===== config.mk =====
export PLATFORM = sky130hd
export DESIGN_NAME = uart_packet_loader_flat
export DESIGN_NICKNAME = d
export VERILOG_FILES = /design/src/rtl/uart_packet_loader_if.sv /design/src/rtl/uart_packet_loader.sv /design/src/flat_wrapper.sv
export SDC_FILE = /design/constraint.sdc
export NUM_CORES = 1
export LEC_CHECK = 0
export CORE_UTILIZATION = 60
export DETAILED_ROUTE_END_ITERATION = 10
export GPL_ROUTABILITY_DRIVEN = 0
export PLACE_DENSITY = 0.85
export SYNTH_ARGS = -nofsm -noshare
export SYNTH_HDL_FRONTEND = slang
export SYNTH_SLANG_ARGS = --single-unit
export TNS_END_PERCENT = 100

===== constraint.sdc =====
create_clock -name clk -period 7.1 [get_ports clk]
set_input_delay 1.775 -clock clk [delete_from_list [all_inputs] [get_ports clk]]
set_output_delay 1.775 -clock clk [all_outputs]
set_load 0.05 [all_outputs]

===== src/rtl/uart_packet_loader_if.sv =====
// Byte-in / buffer-write-out bundle of the UART packet loader.
interface uart_packet_loader_if #(
   parameter int unsigned ADDR_W = 10
);
   // Byte stream from the UART receiver
   logic [7:0]        rx_data;
   logic              rx_done;

   // Buffer write port
   logic              wr_en;
   logic              wr_sel;
   logic [ADDR_W-1:0] wr_addr;
   logic [7:0]        wr_data;

   // Packet status
   logic              busy;
   logic              pkt_done;
   logic              pkt_err;
   logic [1:0]        err_code;

   // Byte source side (UART receiver / host model)
   modport master (
      output rx_data, rx_done,
      input  wr_en, wr_sel, wr_addr, wr_data, busy, pkt_done, pkt_err, err_code
   );

   // Loader side
   modport slave (
      input  rx_data, rx_done,
      output wr_en, wr_sel, wr_addr, wr_data, busy, pkt_done, pkt_err, err_code
   );
endinterface


===== src/rtl/uart_packet_loader.sv =====
// Frames UART bytes into sync/cmd/len/payload/xor-checksum packets and streams
// each payload byte into the weight or input buffer write port.
module uart_packet_loader #(
   parameter int unsigned ADDR_W       = 10,
   parameter int unsigned TIMEOUT_CLKS = 20000,
   parameter logic [7:0]  SYNC_BYTE    = 8'hA5
) (
   input logic                clk,
   input logic                reset_n,
   uart_packet_loader_if.slave bus
);

   localparam int unsigned CNT_W   = ADDR_W + 1;
   localparam int unsigned LEN_W   = 16;
   localparam int unsigned TO_W    = $clog2(TIMEOUT_CLKS) + 1;
   localparam int unsigned MAX_LEN = 32'd1 << ADDR_W;

   localparam logic [1:0] ERR_NONE    = 2'd0;
   localparam logic [1:0] ERR_CSUM    = 2'd1;
   localparam logic [1:0] ERR_LEN     = 2'd2;
   localparam logic [1:0] ERR_TIMEOUT = 2'd3;

   typedef enum logic [2:0] {
      S_IDLE    = 3'd0,
      S_CMD     = 3'd1,
      S_LEN_LO  = 3'd2,
      S_LEN_HI  = 3'd3,
      S_PAYLOAD = 3'd4,
      S_CHECK   = 3'd5
   } state_e;

   state_e state_q, state_d;

   // Datapath registers
   logic [CNT_W-1:0]  cnt_q,      cnt_d;
   logic [LEN_W-1:0]  len_q,      len_d;
   logic [7:0]        csum_q,     csum_d;
   logic [TO_W-1:0]   idle_cnt_q, idle_cnt_d;

   // Registered outputs
   logic              wr_en_q,    wr_en_d;
   logic              wr_sel_q,   wr_sel_d;
   logic [ADDR_W-1:0] wr_addr_q,  wr_addr_d;
   logic [7:0]        wr_data_q,  wr_data_d;
   logic              busy_q,     busy_d;
   logic              done_q,     done_d;
   logic              err_q,      err_d;
   logic [1:0]        err_code_q, err_code_d;

   // Decodes of the incoming byte against the packet context
   logic [LEN_W-1:0]  len_full;
   logic              len_ovf;
   logic              len_zero;
   logic              last_byte;
   logic              timeout_hit;
   logic              is_sync;

   assign len_full    = {bus.rx_data, len_q[7:0]};
   assign len_ovf     = (32'(len_full) > MAX_LEN);
   assign len_zero    = (len_full == '0);
   assign last_byte   = ((32'(cnt_q) + 32'd1) == 32'(len_q));
   // A byte arriving on the expiry cycle takes priority over the timeout
   assign timeout_hit = (state_q != S_IDLE) && !bus.rx_done &&
                        (idle_cnt_q == TO_W'(TIMEOUT_CLKS - 1));
   assign is_sync     = (bus.rx_data == SYNC_BYTE);

   // State register
   always_ff @(posedge clk or negedge reset_n) begin
      if (!reset_n) begin
         state_q <= S_IDLE;
      end else begin
         state_q <= state_d;
      end
   end

   // Next-state: advance only on a received byte, or abort on timeout
   always_comb begin
      state_d = state_q;
      if (timeout_hit) begin
         state_d = S_IDLE;
      end else if (bus.rx_done) begin
         case (state_q)
            S_IDLE:    if (is_sync) state_d = S_CMD;
            S_CMD:     state_d = S_LEN_LO;
            S_LEN_LO:  state_d = S_LEN_HI;
            S_LEN_HI: begin
               if (len_ovf) begin
                  state_d = S_IDLE;
               end else if (len_zero) begin
                  state_d = S_CHECK;
               end else begin
                  state_d = S_PAYLOAD;
               end
            end
            S_PAYLOAD: if (last_byte) state_d = S_CHECK;
            S_CHECK:   state_d = S_IDLE;
            default:   state_d = S_IDLE;
         endcase
      end
   end

   // Output and datapath next values; pulses default low, everything else holds
   always_comb begin
      cnt_d      = cnt_q;
      len_d      = len_q;
      csum_d     = csum_q;
      wr_en_d    = 1'b0;
      wr_sel_d   = wr_sel_q;
      wr_addr_d  = wr_addr_q;
      wr_data_d  = wr_data_q;
      busy_d     = busy_q;
      done_d     = 1'b0;
      err_d      = 1'b0;
      err_code_d = err_code_q;

      // Inter-byte idle counter only runs inside a packet
      if (state_q == S_IDLE || bus.rx_done) begin
         idle_cnt_d = '0;
      end else begin
         idle_cnt_d = idle_cnt_q + TO_W'(1);
      end

      if (timeout_hit) begin
         err_d      = 1'b1;
         err_code_d = ERR_TIMEOUT;
         busy_d     = 1'b0;
      end else if (bus.rx_done) begin
         case (state_q)
            S_IDLE: begin
               if (is_sync) begin
                  busy_d     = 1'b1;
                  err_code_d = ERR_NONE;
               end
            end
            S_CMD: begin
               wr_sel_d = bus.rx_data[0];
               csum_d   = bus.rx_data;
            end
            S_LEN_LO: begin
               len_d  = {8'h00, bus.rx_data};
               csum_d = csum_q ^ bus.rx_data;
            end
            S_LEN_HI: begin
               len_d  = len_full;
               csum_d = csum_q ^ bus.rx_data;
               cnt_d  = '0;
               if (len_ovf) begin
                  err_d      = 1'b1;
                  err_code_d = ERR_LEN;
                  busy_d     = 1'b0;
               end
            end
            S_PAYLOAD: begin
               wr_en_d   = 1'b1;
               wr_addr_d = cnt_q[ADDR_W-1:0];
               wr_data_d = bus.rx_data;
               csum_d    = csum_q ^ bus.rx_data;
               cnt_d     = cnt_q + CNT_W'(1);
            end
            S_CHECK: begin
               busy_d = 1'b0;
               if (bus.rx_data == csum_q) begin
                  done_d = 1'b1;
               end else begin
                  err_d      = 1'b1;
                  err_code_d = ERR_CSUM;
               end
            end
            default: begin
               busy_d = 1'b0;
            end
         endcase
      end
   end

   // Datapath and output registers
   always_ff @(posedge clk or negedge reset_n) begin
      if (!reset_n) begin
         cnt_q      <= '0;
         len_q      <= '0;
         csum_q     <= '0;
         idle_cnt_q <= '0;
         wr_en_q    <= 1'b0;
         wr_sel_q   <= 1'b0;
         wr_addr_q  <= '0;
         wr_data_q  <= '0;
         busy_q     <= 1'b0;
         done_q     <= 1'b0;
         err_q      <= 1'b0;
         err_code_q <= ERR_NONE;
      end else begin
         cnt_q      <= cnt_d;
         len_q      <= len_d;
         csum_q     <= csum_d;
         idle_cnt_q <= idle_cnt_d;
         wr_en_q    <= wr_en_d;
         wr_sel_q   <= wr_sel_d;
         wr_addr_q  <= wr_addr_d;
         wr_data_q  <= wr_data_d;
         busy_q     <= busy_d;
         done_q     <= done_d;
         err_q      <= err_d;
         err_code_q <= err_code_d;
      end
   end

   assign bus.wr_en    = wr_en_q;
   assign bus.wr_sel   = wr_sel_q;
   assign bus.wr_addr  = wr_addr_q;
   assign bus.wr_data  = wr_data_q;
   assign bus.busy     = busy_q;
   assign bus.pkt_done = done_q;
   assign bus.pkt_err  = err_q;
   assign bus.err_code = err_code_q;

endmodule


===== src/flat_wrapper.sv =====
// flat-port wrapper written by rule: the top's interface ports become plain ports
module uart_packet_loader_flat 
#(
   parameter int unsigned ADDR_W       = 10,
   parameter int unsigned TIMEOUT_CLKS = 20000,
   parameter logic [7:0]  SYNC_BYTE    = 8'hA5
)
  (clk, reset_n, bus_rx_data, bus_rx_done, bus_wr_en, bus_wr_sel, bus_wr_addr, bus_wr_data, bus_busy, bus_pkt_done, bus_pkt_err, bus_err_code);
  uart_packet_loader_if #(.ADDR_W(ADDR_W)) bus_i ();
  input logic clk;
  input logic reset_n;
  input wire logic [$bits(bus_i.rx_data)-1:0] bus_rx_data;
  input wire logic [$bits(bus_i.rx_done)-1:0] bus_rx_done;
  output wire logic [$bits(bus_i.wr_en)-1:0] bus_wr_en;
  output wire logic [$bits(bus_i.wr_sel)-1:0] bus_wr_sel;
  output wire logic [$bits(bus_i.wr_addr)-1:0] bus_wr_addr;
  output wire logic [$bits(bus_i.wr_data)-1:0] bus_wr_data;
  output wire logic [$bits(bus_i.busy)-1:0] bus_busy;
  output wire logic [$bits(bus_i.pkt_done)-1:0] bus_pkt_done;
  output wire logic [$bits(bus_i.pkt_err)-1:0] bus_pkt_err;
  output wire logic [$bits(bus_i.err_code)-1:0] bus_err_code;
  assign bus_i.rx_data = bus_rx_data;
  assign bus_i.rx_done = bus_rx_done;
  assign bus_wr_en = bus_i.wr_en;
  assign bus_wr_sel = bus_i.wr_sel;
  assign bus_wr_addr = bus_i.wr_addr;
  assign bus_wr_data = bus_i.wr_data;
  assign bus_busy = bus_i.busy;
  assign bus_pkt_done = bus_i.pkt_done;
  assign bus_pkt_err = bus_i.pkt_err;
  assign bus_err_code = bus_i.err_code;
  uart_packet_loader #(.ADDR_W(ADDR_W), .TIMEOUT_CLKS(TIMEOUT_CLKS), .SYNC_BYTE(SYNC_BYTE)) u_core (.clk(clk), .reset_n(reset_n), .bus(bus_i));
endmodule

Yosys cells after proc, flatten, opt, wreduce, memory -nomap -nowiden
Cells that the tools add are included.
{ "op_classes": {"add_sub_neg": 3, "n_lt_le_gt_ge": 1, "n_eq_ne": 14, "muxes": 34, "n_bitwise": 3, "reduce_logical": 23} }
{ "ops": {"columns": ["op", "count"], "rows": [
  ["$eq 32x16->1", 1],
  ["$pmux 16 s2", 1],
  ["$pmux 11 s2", 1],
  ["$reduce_and 3->1", 6],
  ["$add 16x1->16 const B", 1],
  ["$eq 16x15->1 const B", 1],
  ["$gt 16x11->1 const B", 1],
  ["$logic_not 16->1", 1],
  ["$mux 1", 16],
  ["$mux 16", 1],
  ["$pmux 8 s2", 1],
  ["$mux 3", 5],
  ["$pmux 3 s5", 1],
  ["$add 11x1->12 const B", 1],
  ["$add 11x1->11 const B", 1],
  ["$mux 2", 5],
  ["$ne 3x1->1 const B", 3],
  ["$eq 8x8->1", 1],
  ["$eq 8x8->1 const B", 1],
  ["$reduce_and 4->1", 2],
  ["$reduce_bool 2->1", 4],
  ["$xor 8x8->8", 1],
  ["$eq 3x2->1 const B", 2],
  ["$eq 3x3->1 const B", 2],
  ["15 further kinds", 18]
]} }
{ "word_totals": {"reg_bits": 79, "inputBits": 11, "output_inout_bits": 25, "word_cells": 92} }

Longest topological paths before layout
Gate-level depths: netlist of run 1.
{ "depth": {"depth_word": 6, "mapped_depth": 10} }

Worst setup path after synthesis of run 1
Ideal clock, no wire load.
{ "synth_timing": {"kind": "in2reg", "from": "in bus_rx_data[4]", "to": "reg u_core.state_q[0]", "setup_ps": 87, "t_arrival_ps": 3411, "slack_ps": 3603, "stages": 7, "path_cell_list": "buf_2 -> or3_4 -> or3_4 -> or4_1 -> o211ai_2 -> o21ai_1 -> a211oi_2"} }
{ "synth_between": {"elab_chain_len": 6, "elab_cells_between_ends": 10, "cone_classes": "order compare (1); eq/ne (2); mux (5); reduce/logical (2)"} }
{ "synth_rtl": {"columns": ["item", "line_no", "source"], "rows": [
  ["from (decl)", "flat_wrapper.sv:12", "input wire logic [$bits(bus_i.rx_data)-1:0] bus_rx_data;"],
  ["parallel branches: the longest is 6 deep, another holds $gt 16x11->1", null, null],
  ["to (signal assigned)", "uart_packet_loader.sv:72", "state_q <= state_d;"],
  ["to (decl)", "uart_packet_loader.sv:32", "state_e state_q, state_d;"]
]} }
Several ways; the timed one is not identified. The select of a mux whose other input is x is not followed.
A chain may end at the register's enable or synchronous reset.

Worst setup path in the final report of run 1
{ "layout_timing": {"from": "in bus_rx_done", "to": "reg u_core.len_q[2]"} }
{ "layout_between": {"elab_chain_len": 5} }
{ "layout_rtl": {"columns": ["item", "line_no", "source"], "rows": [
  ["from (decl)", "flat_wrapper.sv:13", "input wire logic [$bits(bus_i.rx_done)-1:0] bus_rx_done;"],
  ["$logic_not 1->1", "uart_packet_loader.sv:63", "assign timeout_hit = (state_q != S_IDLE) && !bus.rx_done &&"],
  ["$logic_and 1x1->1 (2 in a row)", "uart_packet_loader.sv:63", null],
  ["$not 1->1 (no line)", null, null],
  ["$reduce_and 4->1 (no line) (*)", null, null],
  ["to (signal assigned)", "uart_packet_loader.sv:193", "len_q <= len_d;"],
  ["to (decl)", "uart_packet_loader.sv:36", "logic [LEN_W-1:0] len_q, len_d;"]
]} }
Every way passes the cells marked *; elsewhere a longest branch is shown, timed or not.

==> impl_results.md, run 1 <==
* Run status: finished clean
* Power Density at 399 nW/um^2
* Starting DRT DRC Count at 285
* Final Instance Count excl. Fillers at approximately 570
* Most used DFF post-synth: dfrtp_1
* Worst Path Max Fanout at 17
* Netlist cell types at 55
* Vias after detailed routing at 3637
* Pre-CTS setup slack at 2450 ps
* Max_cap viols at 0
* PortBufs at 35
* Clock sinks at a little under 80
* CTS max path bufs at 2
* Final nets at between 400 and 500
* Leakage at about 0.0021 uW
* RSZ-0062 raised after global routing: no
* Synth warnings at 0
* Core area at slightly below 7000 sq um
* Fmax at approximately 230 MHz
* H-tree levels at 3
* Wire per inst at 17.1 um
* Worst-path clk slew at roughly 80 ps
* Die Wd at 85.5 um
* Vias per inst at roughly 6.4
* Type of origin of the critical path: primary input
* HPWL Detailed at 6280 um
* # rows at 30
* Die Area at 7320 sq um
* TNS Setup at 0 ps
* GRT overflow at 0
* Final Max Slew Viols at 0
* # diodes at 0
* Clk_lat worst skew at 360 ps
* Vias in the first global route at approximately 3600
* Initial antenna violation count at 0
* Worst relative slew slack at 0.354
* Hold bufs inserted after CTS at 0
* Post-synthesis sequential area ratio at 0.472
* Antenna viol nets, final at 0
* GRT Util Overall at 0.291
* Drt first pass iters at 5
* Largest net degree at the start of global routing at 80
* Period utilization at 0.617
* CTS-repair resized insts at 0
* Final Power at 1890 uW
* Die Ht at 85.5 um
* Clock Tree Root: clkbuf_8
* Initial Utilization at 0.620
* Share of cells above drive strength 1 at 0.0695
* Core Util, Final at 0.700
* Postcts setup bufs at 0
* Critical Path RT at around 7300 ps
* Cell count after synthesis at 467
* First-pass GRT wire length at between 15000 and 20000 um
* Critical path type: primary input to register
* DRT Wirelength at 9720 um
* Num CTS Buffers at 9
* Placed cells at 553
* Worst setup margin at 2720 ps
* Worst Tran Pin Value at 969 ps
* Post-Syn Area at 4190 sq um
* Clk_skew at a little under 9 ps
* Setup crit end kind: register
* Yosys reg bits at 79
* Synthesized area per cell at 8.97 sq um
* DRC Markers at 0
* Ys async rst share at 1.00
* CTS tree: yes
* Crit path time final at 4380 ps
* Min-delay worst type: register to register
* Synthesized netlist net count at between 400 and 500
* Hold Fails Final Rpt at 0
* Area Growth Syn to Fin at 12.9%
* Number of synthesized flops with an enable pin at 0
* Final Setup Violations at 0
* Max VDD drop at 0.254 mV
* I/O Pins at 36
* Worst EP arrival at 4620 ps
==> critical path, cell delays in order <==
cell,delay [ps]
clkdlybuf4s50_1,870
clkinv_1,380
nor2_1,300
nand2_1,250
nor2_1,620
mux2_2,420
==> cells in the mapped netlist (4+ instances only) <==
library cell  number  area (sq um)
nor3_1             5          25.0
clkbuf_1          21          78.8
nor2_1            49           184
o221ai_1           8          70.1
o21ai_0           21           105
mux2_2            10           113
nand3_1           15          75.1
and2_1             5          31.3
buf_2              4          20.0
dfrtp_1           79          1980
xnor2_1           15           131
a22o_1            10          87.6
and3_1             4          25.0
o31ai_1            5          37.5
a21oi_1           27           135
o22ai_1            9          56.3
nor4_1             9          56.3
inv_1              5          18.8
xor2_1            19           166
a211o_1            8          70.1
nand2_1           89           334
nand4_1            6          37.5
==> worst paths after layout <==
check / start / end / slack, ps / cells past startpoint
worst max-delay path: bus_rx_done / u_core.len_q[2] / 2720 / 6
worst min-delay path: u_core.bus.wr_addr[6] / u_core.bus.wr_addr[6] / 480 / 2
worst max register to register: u_core.state_q[0] / u_core.cnt_q[6] / 4190 / 8
worst min register to register: u_core.bus.wr_addr[6] / u_core.bus.wr_addr[6] / 480 / 2
max in group asynchronous: reset_n / u_core.idle_cnt_q[6] / 4910 / 1
min in group asynchronous: reset_n / u_core.bus.wr_addr[8] / 1560 / 1
==> cell usage in the layout (no fill, tap or decap), drive strengths merged, types with 2 or more instances in the layout <==
master and n:
o31ai 5, clkdlybuf4s50 34, ha 2, nor4 9
nand2 89, nor2 49, clkinv 4, o41ai 2
or3 3, o221ai 8, a22o 10, nand3 15
nor2b 2, bufinv 2, or4 3, inv 6
and3 4, mux2 10, a21oi 27, a211o 8
xnor2 15, a211oi 4, buf 2, dfrtp 79
and2 5, o21ai 23, nand4 6, clkbuf 11
or2 2, o22ai 9, nor3 5, xor2 19
==> stage by stage <==
step	hold slack, ps	cell area (sq um)
after floorplan	448	4190
after global placement	458	4520
after detailed placement	462	4520
after CTS	483	4730
after global routing	511	4730
final	479	4730
==> cell type report <==
cell class | instances | area, sq um
clock buffer | 11 | 131
clock inverter | 5 | 82.6
fill | 523 | 2030
inverter | 7 | 26.3
multi-input combinational | 351 | 2060
sequential | 79 | 1980
tap | 80 | 100
timing repair buffer | 36 | 355
==> cells by family after synthesis <==
| group | synth area share |
|---|---|
| fa+ha+maj | 0.00597 |
| buf+inv | 0.0367 |
| xor+xnor | 0.0711 |
| mux | 0.0293 |
| compound gates | 0.174 |
| flops | 0.472 |
| simple gates | 0.211 |
==> registers in the layout, indices dropped and copies added (netlist names) <==
| signal | count |
|---|---|
| u_core.idle_cnt_q | 16 |
| u_core.cnt_q | 11 |
| u_core.state_q | 3 |
| u_core.bus.wr_addr | 10 |
| u_core.csum_q | 8 |
| u_core.bus.wr_en | 1 |
| u_core.len_q | 16 |
| u_core.bus.pkt_err | 1 |
| u_core.bus.wr_data | 8 |
| u_core.bus.pkt_done | 1 |
| u_core.bus.err_code | 2 |
| u_core.bus.busy | 1 |
| u_core.bus.wr_sel | 1 |
==> power breakdown <==
| group | switching [uW] | leakage, uW | internal (uW) | total, uW |
|---|---|---|---|---|
| combinational | 474 | 0.000933 | 315 | 788 |
| clock | 171 | 0.000107 | 199 | 370 |
| sequential | 153 | 0.00104 | 578 | 731 |
| total | 797 | 0.00208 | 1090 | 1890 |
==> routing by layer <==
metal	wire, um	share of wire	global-route usage	up-vias
li1	-	-	-	1680
met1	4060	0.42	0.377	1774
met2	4860	0.50	0.478	152
met3	537	0.055	0.0549	31
met4	268	0.028	0.136	0
met5	0	0	0	-
No activity file was read; power rests on OpenSTA's default activity.
==> run 2: changes to the inputs <==
--- a/config.mk
+++ b/config.mk
@@ -5,10 +5,10 @@
 export SDC_FILE = /design/constraint.sdc
 export NUM_CORES = 1
 export LEC_CHECK = 0
-export CORE_UTILIZATION = 60
+export CORE_UTILIZATION = 52
 export DETAILED_ROUTE_END_ITERATION = 10
 export GPL_ROUTABILITY_DRIVEN = 0
-export PLACE_DENSITY = 0.85
+export PLACE_DENSITY = 0.79
 export SYNTH_ARGS = -nofsm -noshare
 export SYNTH_HDL_FRONTEND = slang
 export SYNTH_SLANG_ARGS = --single-unit
==> constraint.sdc (replaced) <==
create_clock -name clk -period 3.7 [get_ports clk]
set_input_delay 0.925 -clock clk [delete_from_list [all_inputs] [get_ports clk]]
set_output_delay 0.925 -clock clk [all_outputs]
set_load 0.05 [all_outputs]
==> run 2 against run 1 <==
Against the previous run: clock power rose by 65%; register-to-register slack worse by 3200 ps; routed wire length rose by 0.91%; die area increased by 15%; cell count is 5.3% higher; worst hold slack better by 2.8 ps; flip-flop and latch count is the same; global-route usage down 3.8 points; clock skew increased by 7.5 ps; first-iteration DRC count decreased by 26%; critical path depth up 1; via count is 2.2% lower; highest routed layer unchanged.
==> impl_results.md, run 2 (synthesized netlist as in run 1, its figures left out) <==
* Largest net degree at the start of global routing at 80
* Clock sinks at 79
* First-pass GRT wire length at 16900 um
* Clock Tree Root: clkbuf_8
* GRT overflow at 0
* Worst setup margin at 959 ps
* Max VDD drop at 0.461 mV
* Worst Tran Pin Value at 987 ps
* Run status: finished clean
* Share of cells above drive strength 1 at 0.0885
* I/O Pins at 36
* Type of origin of the critical path: primary input
* CTS max path bufs at 2
* DRT Wirelength at 9810 um
* RSZ-0062 raised after global routing: no
* Vias in the first global route at 3506
* Most common cell after layout, fill and taps aside: nand2_1
* Clk_skew at 16.2 ps
* Final Max Slew Viols at 0
* Vias per inst at between 5 and 6
* Core area at 7770 sq um
* Largest stage delay, worst path at roughly 660 ps
* GRT Util Overall at 0.253
* Fmax at 365 MHz
* Final Power at roughly 3500 uW
* Hold Fails Final Rpt at 0
* Most frequent cells in the layout: 89 x nand2_1, 79 x dfrtp_1, 49 x nor2_1, 34 x clkdlybuf4s50_1, 27 x a21oi_1
* Antenna viol nets, final at 0
* Starting DRT DRC Count at approximately 210
* Placed instance area at 4600 sq um
* Power Density at 738 nW/um^2
* Die Wd at 91.7 um
* CTS-repair resized insts at 0
* Setup crit end kind: register
* Hold bufs inserted after CTS at 0
* Leakage at 0.00210 uW
* Critical path type: primary input to register
* Design area at 4780 sq um
* H-tree levels at 3
* TNS Setup at 0 ps
* Min-delay worst type: register to register
* Final Setup Violations at 0
* PortBufs at 35
* Period utilization at 0.741
* Die Area at 8420 sq um
* # rows at 32
* Max_cap viols at 0
* Worst-path clk slew at 90 ps
* Die Ht at slightly above 90 um
* Initial antenna violation count at 0
* Vias after detailed routing at 3557
* DRC Markers at 0
* Worst EP arrival at 2980 ps
* CTS tree: yes
* Clk_lat worst skew at 370 ps
* Postcts setup bufs at 0
* Slowest-stage cell, CP: clkdlybuf4s50_1
* Area Growth Syn to Fin at 14.2%
* Critical Path, Cell by Cell: clkdlybuf4s50_1 > xor2_1 > nor4_1 > a21oi_1 > o21ai_0 > a211oi_1 > o22a_1
* Final nets at 505
* Worst relative slew slack at 0.342
* # diodes at 0
* Placed cells at 583
* Drt first pass iters at 5
* Pre-CTS setup slack at 595 ps
* Initial Utilization at 0.539
* Biggest regs: u_core.idle_cnt_q x16, u_core.len_q x16, u_core.cnt_q x11
* Num CTS Buffers at 9
* Wire per inst at 16.4 um
* HPWL Detailed at 6540 um
* Final Instance Count excl. Fillers at 599
* Crit path time final at 2740 ps
* Worst Path Max Fanout at 10
* Critical Path RT at 3940 ps
## run 2: worst max-delay path: cells and delay by family
family | cells | cell delay [ps]
AOI/OAI and AO/OA | 4 | 730
xor gates and xnor gates | 1 | 270
buffers and inverters | 1 | 660
and+or+nand+nor | 1 | 400
## run 2: worst paths after layout
check                                      start                      to  slack, ps  cells past startpoint
max                               bus_rx_data[0]  u_core.bus.err_code[1]        960                      7
max reg2reg                      u_core.cnt_q[0]       u_core.state_q[0]       1020                      7
min reg2reg                u_core.bus.wr_addr[2]   u_core.bus.wr_addr[2]        480                      2
max in group asynchronous                reset_n   u_core.idle_cnt_q[12]       2340                      1
min in group asynchronous                reset_n   u_core.bus.wr_data[6]        720                      1
min                        u_core.bus.wr_addr[2]   u_core.bus.wr_addr[2]        480                      2
## run 2: metrics by stage
step / hold slack (ps) / utilization
after CTS: 485 / 0.616
after floorplan: 448 / -
final: 482 / 0.616
after detailed placement: 462 / 0.593
after global routing: 499 / 0.616
after global placement: 457 / 0.593
## run 2: area by class of cell
cell class                      instances  area, sq um
Sequential cell                        79         1980
Clock inverter                          7         55.1
Multi-Input combinational cell        351         2060
Tap cell                              102          128
Inverter                                7         26.3
Timing Repair Buffer                   44          415
Clock buffer                            9          124
Fill cell                             652         2990
## run 2: report_power, final
| group | switching, uW | internal, uW | total (uW) |
|---|---|---|---|
| Sequential | 296 | 1110 | 1400 |
| Combinational | 901 | 614 | 1510 |
| Clock | 357 | 252 | 609 |
## run 2: routing by layer
metal / global-route usage / routed length, um / vias to the layer above
met4: 0.109 / 174 / 0
met5: 0 / 0 / -
met1: 0.339 / 4310 / 1731
met3: 0.0406 / 520 / 15
met2: 0.410 / 4810 / 114
li1: - / - / 1697
==> run 3: changes to the inputs <==
==> constraint.sdc (replaced) <==
create_clock -name clk -period 2.5 [get_ports clk]
set_input_delay 0.625 -clock clk [delete_from_list [all_inputs] [get_ports clk]]
set_output_delay 0.625 -clock clk [all_outputs]
set_load 0.05 [all_outputs]
==> run 3 against run 2 <==
Against the previous run: global-route usage rose by 0.69 points; sequential share of layout area fell by 2.4 points; flip-flop and latch count did not move; worst hold slack got worse by 240 ps; first-iteration DRC count fell by 13%; design area rose by 6.2%; register-to-register slack got worse by 860 ps; power rose by 55%; clock power rose by 60%; critical path type unchanged.
==> impl_results.md, run 3 (synthesized netlist as in run 1, its figures left out) <==
* Run status: finished clean
* Fmax at approximately 410 MHz
* Final Setup Violations at 0
* PortBufs at 35
* Drt first pass iters at 5
* Die Wd at around 90 um
* Worst setup margin at just under 90 ps
* Worst EP arrival at 2680 ps
* Power Density at 1080 nW/um^2
* Critical Path RT at 2770 ps
* Reg2reg setup slack at about 160 ps
* CTS tree: yes
* I/O Pins at 36
* Starting DRT DRC Count at 184
* Largest net degree at the start of global routing at between 40 and 50
* Worst Tran Pin Value at 521 ps
* Largest delay share family, worst path: simple AND/OR/NAND/NOR gates
* CTS max path bufs at 2
* TNS Setup at 0 ps
* Crit path time final at 2410 ps
* Critical path type: primary input to register
* Most common cell after layout, fill and taps aside: nand2_1
* Most frequent cells in the layout: 89 x nand2_1, 79 x dfrtp_1, 49 x nor2_1, 41 x buf_4, 34 x clkdlybuf4s50_1
* Vias in the first global route at 3670
* Share of cells above drive strength 1 at 0.147
* Max_cap viols at 0
* DRC Markers at 0
* Type of origin of the critical path: primary input
* Antenna viol nets, final at 0
* Critical Path Most Common Cell: or3_4
* Slowest-stage cell, CP: clkdlybuf4s50_1
* Area Growth Syn to Fin at 21.3%
* # diodes at 0
* Worst path depth at 7
* Hold bufs inserted after CTS at 0
* Num CTS Buffers at 9
* Core area at 7770 sq um
* Largest stage delay, worst path at 440 ps
* GRT overflow at 0
* Design area at 5080 sq um
* Setup crit end kind: register
* Biggest regs: u_core.idle_cnt_q x16, u_core.len_q x16, u_core.cnt_q x11
* Final Instance Count excl. Fillers at around 630
* Clock sinks at 79
* Vias after detailed routing at about 3600
* Initial antenna violation count at 0
* H-tree levels at 3
* GRT Util Overall at 0.260
* RSZ-0062 raised after global routing: no
* Hold Fails Final Rpt at 0
* Placed cells at a little over 600
* DRT Wirelength at 10000 um
* Worst-path clk slew at 80 ps
* Wire per inst at 15.8 um
* Vias per inst at 5.77
* Clock Tree Root: clkbuf_8
* Clk_skew at 6.30 ps
* Die Area at roughly 8400 sq um
* First-pass GRT wire length at 17300 um
* HPWL Detailed at 7000 um
* Pre-CTS setup slack at -262 ps
* Initial Utilization at 0.539
* Min-delay worst type: primary input to async pin
* Critical Path, Cell by Cell: clkdlybuf4s50_1 > or3_4 > or3_4 > or4_1 > o211ai_2 > o21ai_1 > a211oi_2
* Worst relative slew slack at 0.653
* Leakage at 0.00228 uW
* Final Max Slew Viols at 0
* Final nets at 537
* Placed instance area at approximately 5000 sq um
* Worst Path Max Fanout at 3
* Max VDD drop at 0.671 mV
* Clk_lat worst skew at 350 ps
* # rows at 32
* CP Buf/Inv Count at 1
* Period utilization at 0.965
* Die Ht at 91.7 um
* Reg2reg path depth at 8
-- run 3: cell types whose count changed in the layout (fill, tap and decap cells not counted), moves of 2 or more --
cell / delta
clkinvlp_4: -2
buf_4: +31
inv_6: -3
clkinv_4: +3
-- run 3: path summary, 6_finish.rpt --
kind / start / to
worst max-delay path: bus_rx_data[3] / u_core.state_q[0]
worst min-delay path: reset_n / u_core.bus.wr_data[4]
worst max register to register: u_core.cnt_q[1] / u_core.state_q[0]
worst min register to register: u_core.bus.wr_addr[1] / u_core.bus.wr_addr[1]
max in group asynchronous: reset_n / u_core.idle_cnt_q[6]
min in group clk: u_core.bus.wr_addr[1] / u_core.bus.wr_addr[1]
-- run 3: area by class of cell --
cell class	instances	area [sq um]
clock buffer	9	124
clock inverter	7	81.3
fill	638	2690
inverter	7	26.3
multi-input combinational	351	2080
sequential	79	1980
tap	102	128
timing repair buffer	76	668
-- run 3: routing by layer --
metal	share of wire	GRT usage	up-vias
met3	0.051	0.0547	14
li1	-	-	1762
met2	0.50	0.452	101
met5	0	0	-
met4	0.011	0.0755	0
met1	0.43	0.327	1764
-- run 3: stage by stage --
step,total power (uW),hold slack [ps],util
global route,5820,279,0.654
finish,5470,244,0.654
global placement,4390,458,0.625
detailed placement,4460,463,0.625
CTS,5470,259,0.652
floorplan,3680,329,-
-- run 3: repair_timing --
action                                  CTS  global route
setup buffers                             0             0
resized for setup                         0             3
endpoints found under the setup margin    0             1
-- run 3: power by group --
group | internal [uW] | switching, uW | total (uW) | leakage, uW
combinational | 1040 | 1420 | 2460 | 0.00113
sequential | 1640 | 392 | 2030 | 0.00104
clock | 475 | 500 | 975 | 0.000106
total | 3160 | 2310 | 5470 | 0.00228
